### config.mk
export PLATFORM = sky130hd
export DESIGN_NAME = mem_axi_bridge
export DESIGN_NICKNAME = d
export VERILOG_FILES = /design/src/rtl/mem_axi_pkg.sv /design/src/rtl/mem_axi_watchdog.sv /design/src/rtl/mem_axi_bridge.sv
export SDC_FILE = /design/constraint.sdc
export NUM_CORES = 1
export LEC_CHECK = 0
export CAP_MARGIN = 0
export CORE_AREA = 3 3 155 82
export DETAILED_ROUTE_END_ITERATION = 8
export DIE_AREA = 0 0 158 85
export PLACE_DENSITY = 0.84
export SYNTH_ARGS = -nofsm -noshare
export SYNTH_HDL_FRONTEND = slang
export SYNTH_SLANG_ARGS = --single-unit
### constraint.sdc
create_clock -name clk -period 10.6 [get_ports clk]
set_clock_uncertainty 0.1 [all_clocks]
set_input_delay 2.12 -clock clk [delete_from_list [all_inputs] [get_ports clk]]
set_output_delay 2.12 -clock clk [all_outputs]
set_load 0.05 [all_outputs]
### src/rtl/mem_axi_pkg.sv
// Shared definitions for the PicoRV32-native to AXI4-Lite bridge: response codes,
// FSM state encoding and AxPROT bit positions.
package mem_axi_pkg;

    localparam logic [1:0] RespOkay   = 2'b00;
    localparam logic [1:0] RespExokay = 2'b01;
    localparam logic [1:0] RespSlverr = 2'b10;
    localparam logic [1:0] RespDecerr = 2'b11;

    localparam int unsigned ProtPrivBit  = 0;
    localparam int unsigned ProtNsecBit  = 1;
    localparam int unsigned ProtInstrBit = 2;

    typedef enum logic [2:0] {
        StIdle,
        StWrReq,
        StWrResp,
        StRdReq,
        StRdResp,
        StDone
    } state_e;

endpackage

### src/rtl/mem_axi_watchdog.sv
// Transaction watchdog: counts busy cycles since the bridge left IDLE and flags expiry.
// Instantiated by mem_axi_bridge only when MEM_AXI_BRIDGE_TIMEOUT_EN is defined.
module mem_axi_watchdog #(
    parameter int unsigned TIMEOUT_CYCLES = 1024
) (
    input  logic clk,
    input  logic reset,
    input  logic clear,
    input  logic run,
    output logic expired
);

    localparam logic [15:0] Limit = 16'(TIMEOUT_CYCLES - 1);

    logic [15:0] count_q;

    // Saturates at the limit so expiry stays visible until the transaction ends.
    always_ff @(posedge clk or posedge reset) begin
        if (reset) begin
            count_q <= 16'd0;
        end else if (clear) begin
            count_q <= 16'd0;
        end else if (run && (count_q != Limit)) begin
            count_q <= count_q + 16'd1;
        end
    end

    assign expired = run && (count_q == Limit);

endmodule

### src/rtl/mem_axi_bridge.sv
// PicoRV32 native memory interface to single-outstanding AXI4-Lite master.
// Define MEM_AXI_BRIDGE_TIMEOUT_EN to build in the transaction watchdog.
module mem_axi_bridge
    import mem_axi_pkg::*;
#(
    parameter int unsigned TIMEOUT_CYCLES = 1024,
    parameter logic [31:0] ERR_RDATA      = 32'hDEAD_BEEF
) (
    input  logic        clk,
    input  logic        reset,
    input  logic        mem_valid,
    input  logic        mem_instr,
    input  logic [31:0] mem_addr,
    input  logic [31:0] mem_wdata,
    input  logic [3:0]  mem_wstrb,
    output logic        mem_ready,
    output logic [31:0] mem_rdata,
    output logic        bus_err,
    output logic [31:0] m_awaddr,
    output logic        m_awvalid,
    input  logic        m_awready,
    output logic [2:0]  m_awprot,
    output logic [31:0] m_wdata,
    output logic [3:0]  m_wstrb,
    output logic        m_wvalid,
    input  logic        m_wready,
    input  logic [1:0]  m_bresp,
    input  logic        m_bvalid,
    output logic        m_bready,
    output logic [31:0] m_araddr,
    output logic        m_arvalid,
    input  logic        m_arready,
    output logic [2:0]  m_arprot,
    input  logic [31:0] m_rdata,
    input  logic [1:0]  m_rresp,
    input  logic        m_rvalid,
    output logic        m_rready
);

    state_e state_q, state_d;

    logic        abort;
    logic        busy;
    logic        expired;
    logic        aw_clear, w_clear;
    logic        b_hs, ar_hs, r_hs;

    logic [31:0] addr_q, addr_d;
    logic [31:0] wdata_d;
    logic [3:0]  wstrb_d;
    logic [2:0]  arprot_d;
    logic [1:0]  resp_q, resp_d;
    logic [31:0] rdata_d;
    logic        awvalid_d, wvalid_d, bready_d, arvalid_d, rready_d;
    logic        ready_d, err_d;

    assign busy     = state_q inside {StWrReq, StWrResp, StRdReq, StRdResp};
    assign aw_clear = ~m_awvalid | m_awready;
    assign w_clear  = ~m_wvalid | m_wready;
    assign b_hs     = m_bvalid & m_bready;
    assign ar_hs    = m_arvalid & m_arready;
    assign r_hs     = m_rvalid & m_rready;

`ifdef MEM_AXI_BRIDGE_TIMEOUT_EN
    mem_axi_watchdog #(
        .TIMEOUT_CYCLES(TIMEOUT_CYCLES)
    ) u_watchdog (
        .clk    (clk),
        .reset  (reset),
        .clear  (state_q == StIdle),
        .run    (busy),
        .expired(expired)
    );
`else
    logic unused_timeout;
    assign unused_timeout = (TIMEOUT_CYCLES == 0);
    assign expired        = 1'b0;
`endif

    always_ff @(posedge clk or posedge reset) begin
        if (reset) begin
            state_q <= StIdle;
        end else begin
            state_q <= state_d;
        end
    end

    always_comb begin
        state_d = state_q;
        abort   = 1'b0;
        unique case (state_q)
            StIdle:   if (mem_valid) state_d = (|mem_wstrb) ? StWrReq : StRdReq;
            StWrReq:  if (aw_clear && w_clear) state_d = StWrResp;
            StWrResp: if (b_hs) state_d = StDone;
            StRdReq:  if (ar_hs) state_d = StRdResp;
            StRdResp: if (r_hs) state_d = StDone;
            StDone:   state_d = StIdle;
            default:  state_d = StIdle;
        endcase
        // A handshake that lets the FSM advance this cycle beats the watchdog.
        if (busy && expired && (state_d == state_q)) begin
            state_d = StDone;
            abort   = 1'b1;
        end
    end

    always_comb begin
        awvalid_d = 1'b0;
        wvalid_d  = 1'b0;
        if (state_d == StWrReq) begin
            awvalid_d = (state_q == StIdle) | (m_awvalid & ~m_awready);
            wvalid_d  = (state_q == StIdle) | (m_wvalid & ~m_wready);
        end
        bready_d  = (state_d == StWrResp);
        arvalid_d = (state_d == StRdReq);
        rready_d  = (state_d == StRdResp);
        ready_d   = (state_d == StDone);

        addr_d   = addr_q;
        wdata_d  = m_wdata;
        wstrb_d  = m_wstrb;
        arprot_d = m_arprot;
        if (state_d == StIdle) begin
            addr_d   = 32'h0;
            wdata_d  = 32'h0;
            wstrb_d  = 4'h0;
            arprot_d = 3'b000;
        end else if (state_q == StIdle) begin
            addr_d                 = mem_addr;
            wdata_d                = mem_wdata;
            wstrb_d                = mem_wstrb;
            arprot_d               = 3'b000;
            arprot_d[ProtInstrBit] = mem_instr;
        end

        resp_d = resp_q;
        if (b_hs) resp_d = m_bresp;
        if (r_hs) resp_d = m_rresp;
        err_d = (state_d == StDone) && (abort || (resp_d != RespOkay));

        rdata_d = mem_rdata;
        if (r_hs) begin
            rdata_d = m_rdata;
        end else if (abort && (state_q inside {StRdReq, StRdResp})) begin
            rdata_d = ERR_RDATA;
        end
    end

    always_ff @(posedge clk or posedge reset) begin
        if (reset) begin
            addr_q    <= 32'h0;
            m_wdata   <= 32'h0;
            m_wstrb   <= 4'h0;
            m_arprot  <= 3'b000;
            resp_q    <= RespOkay;
            mem_rdata <= 32'h0;
            mem_ready <= 1'b0;
            bus_err   <= 1'b0;
            m_awvalid <= 1'b0;
            m_wvalid  <= 1'b0;
            m_bready  <= 1'b0;
            m_arvalid <= 1'b0;
            m_rready  <= 1'b0;
        end else begin
            addr_q    <= addr_d;
            m_wdata   <= wdata_d;
            m_wstrb   <= wstrb_d;
            m_arprot  <= arprot_d;
            resp_q    <= resp_d;
            mem_rdata <= rdata_d;
            mem_ready <= ready_d;
            bus_err   <= err_d;
            m_awvalid <= awvalid_d;
            m_wvalid  <= wvalid_d;
            m_bready  <= bready_d;
            m_arvalid <= arvalid_d;
            m_rready  <= rready_d;
        end
    end

    // One address register feeds both channels so downstream decode always agrees.
    assign m_awaddr = addr_q;
    assign m_araddr = addr_q;
    assign m_awprot = 3'b000;

endmodule

==> qor.csv <==
metric,value,unit
internal_power,1560,uW
clock_power_share,20.7,%
grt_max_degree,77,
maxSlewHeadroom,17.6,%
htree_num_levels,4,
drt_pass1_iterations,4,
synthCells,465,
cts_hold_repair.buffers,0,
layout.nets,793,
ant_nets,0,
p_switching,1420,uW
drc,0,
diodes,0,
cap_violations,0,
powerDensity,382,nW/um^2
vias_per_cell,4.74,
first_global_vias,4177,
fin_crit,3850,ps
start_kind,input pin,
synth-simple-area-share,14.7,%
grtUsageTotal,20.5,%
status,completed,
post-route-util,67.5,%
yosysWarningCount,0,
switching_share,47.6,%
setup_violations,0,
die_w,158,um
wire_per_inst,16.3,um
rows,28,
slew_violations,0,
grt_overflow,0,
dieHeight,85,um
finalCritPeriodShare,36.3,%
cp.arrival,3990,ps
finalHoldViolCount,0,
synth_cell_types,28,
yosys.area.top_type,dfrtp_1,
cts.path.max_buffers,2,
synth_area_leaders,"dfrtp_1, nand2_1, mux2_2, a21oi_1, buf_4",
yosys.area.top_type_share,59.4,%
fmax,0.260,GHz
syn_area,4760,sq um
coreArea,11500,sq um
cts-root-buf,clkbuf_16,
rsz0062_at_grt,no,
cts_resized,0,
drt-total-wl,13800,um
clk_latency,380,ps
dp_hpwl,10100,um
cp_max_fo,34,
post_cts_buffers,0,
worstSetupPathType,in -> reg,
worstPathRequired,10740,ps
antenna_found_initial,0,
ir_drop,231,uV
p_leak,0.00333,uW
syn_to_final_growth,63.4,%
cts_made_buffers,17,
synth_top_family_by_area,simple AND/OR/NAND/NOR gates,
tightest_slew,1240,ps
place.gp.congestion,0.798,
pwr-share-comb,55.4,%
synth_area_per_cell,10.2,sq um
cts_tree,yes,
hold_path.class,reg -> reg,
fin_ws,6750,ps
io_buffer_count,252,
power,2980,uW
clkSinkCount,113,
initial_core_util,41.3,%
nFillCells,897,
pwr-share-seq,23.9,%
regToRegSetupSlack,8210,ps
grt_pass1_wl,21500,um
design.die.area,13400,sq um
endpoint_kind,flop,
first_iter_violations,157,
tns,0,ps
synth-adder-area-share,0,%
io_pins,258,
synthXorXnorAreaFrac,0,%
yosysSeqAreaShare,59.4,%
ys_seq_elements,113,
pre_cts_ws,6380,ps
dr_total_vias,3997,
synth-compound-area-share,9.01,%
synthMuxAreaShare,7.99,%
clkTransAtPathRegs,60,ps
drive_above_1_share,10.8,%
-- power by group through the flow --
stage	registers [uW]	logic, uW	clock network (uW)
floorplan	1210	677	0
global placement	702	1620	0
detailed placement	717	1660	0
CTS	713	1660	627
global route	734	1740	650
finish	712	1650	616
-- Yosys cell counts --
cell type,number
nor3_1,1
nor3_2,1
o31ai_4,1
nand4b_1,2
nor2_1,11
nor4bb_1,1
nor2b_1,3
nand2_1,143
buf_2,8
mux2_2,32
a22oi_1,1
o21ai_0,2
inv_1,3
dfrtp_1,113
or3_1,1
inv_2,2
nand4_1,1
a32oi_2,1
nor3b_1,3
a21oi_1,71
a31oi_1,1
and2_1,1
nor4_4,1
mux2i_1,2
buf_4,39
clkbuf_1,18
o211ai_2,1
conb_1,1
-- state kept, by name (all words and copies together) (netlist names), 2 cells and up --
name / count
m_araddr: 32
m_wstrb: 4
mem_rdata: 32
m_wdata: 32
state_q: 3
resp_q: 2
-- worst max-delay path, stage by stage --
cell and delay (ps):
clkdlybuf4s50_1 460, nand2_1 180, nor2b_1 100, o31ai_4 280, inv_2 80, nor4_4 280, buf_4 380, a21oi_1 90
-- placed cells by master (no fill, tap or decap), types with 3 or more instances in the layout --
cell / instances
clkdlybuf4s50_1: 252
nand2_1: 143
dfrtp_1: 113
a21oi_1: 71
mux2_2: 32
clkbuf_16: 17
nor2_1: 11
conb_1: 5
bufinv_16: 5
buf_4: 5
nor3b_1: 3
nor2b_1: 3
clkbuf_1: 3
clkinv_2: 3
-- cell families after synthesis --
kind of cell	Yosys count
AO/OA/AOI/OAI	78
multiplexers	34
buffers and inverters	70
flip-flops	113
other	1
AND/OR/NAND/NOR	169
-- layout make-up --
class	count	area (sq um)	area share [%]
Timing Repair Buffer	257	2560	32.9
Sequential cell	113	2830	36.3
Inverter	5	21.3	0.273
Multi-Input combinational cell	286	1540	19.8
Tap cell	150	188	2.41
Clock buffer	22	464	5.97
Clock inverter	10	181	2.33
-- worst paths after layout --
kind                       cells after the start          from            to
max in group asynchronous                      3         reset   m_araddr[3]
min reg2reg                                    1  mem_rdata[9]  mem_rdata[9]
max                                            8      m_bvalid    m_wdata[2]
max reg2reg                                    6    state_q[2]    m_wdata[2]
min                                            1  mem_rdata[9]  mem_rdata[9]
min in group asynchronous                      2         reset  mem_rdata[4]
-- per-stage QoR --
stage | cell area [sq um] | instances | hold WS (ps)
6_report | 7780 | 843 | 401
5_1_grt | 7780 | 843 | 419
4_1_cts | 7780 | 843 | 406
3_5_place_dp | 7130 | 811 | 395
3_3_place_gp | 7130 | 811 | 388
2_1_floorplan | 4780 | 469 | 465
-- layer usage --
| layer | wire length [um] | up-vias | track usage (%) |
|---|---|---|---|
| li1 | - | 1907 | - |
| met1 | 5450 | 1936 | 24.0 |
| met2 | 7020 | 146 | 35.7 |
| met3 | 1170 | 8 | 7.85 |
| met4 | 131 | 0 | 5.23 |
| met5 | 0 | - | 0 |
No activity file was read; power rests on OpenSTA's default activity.
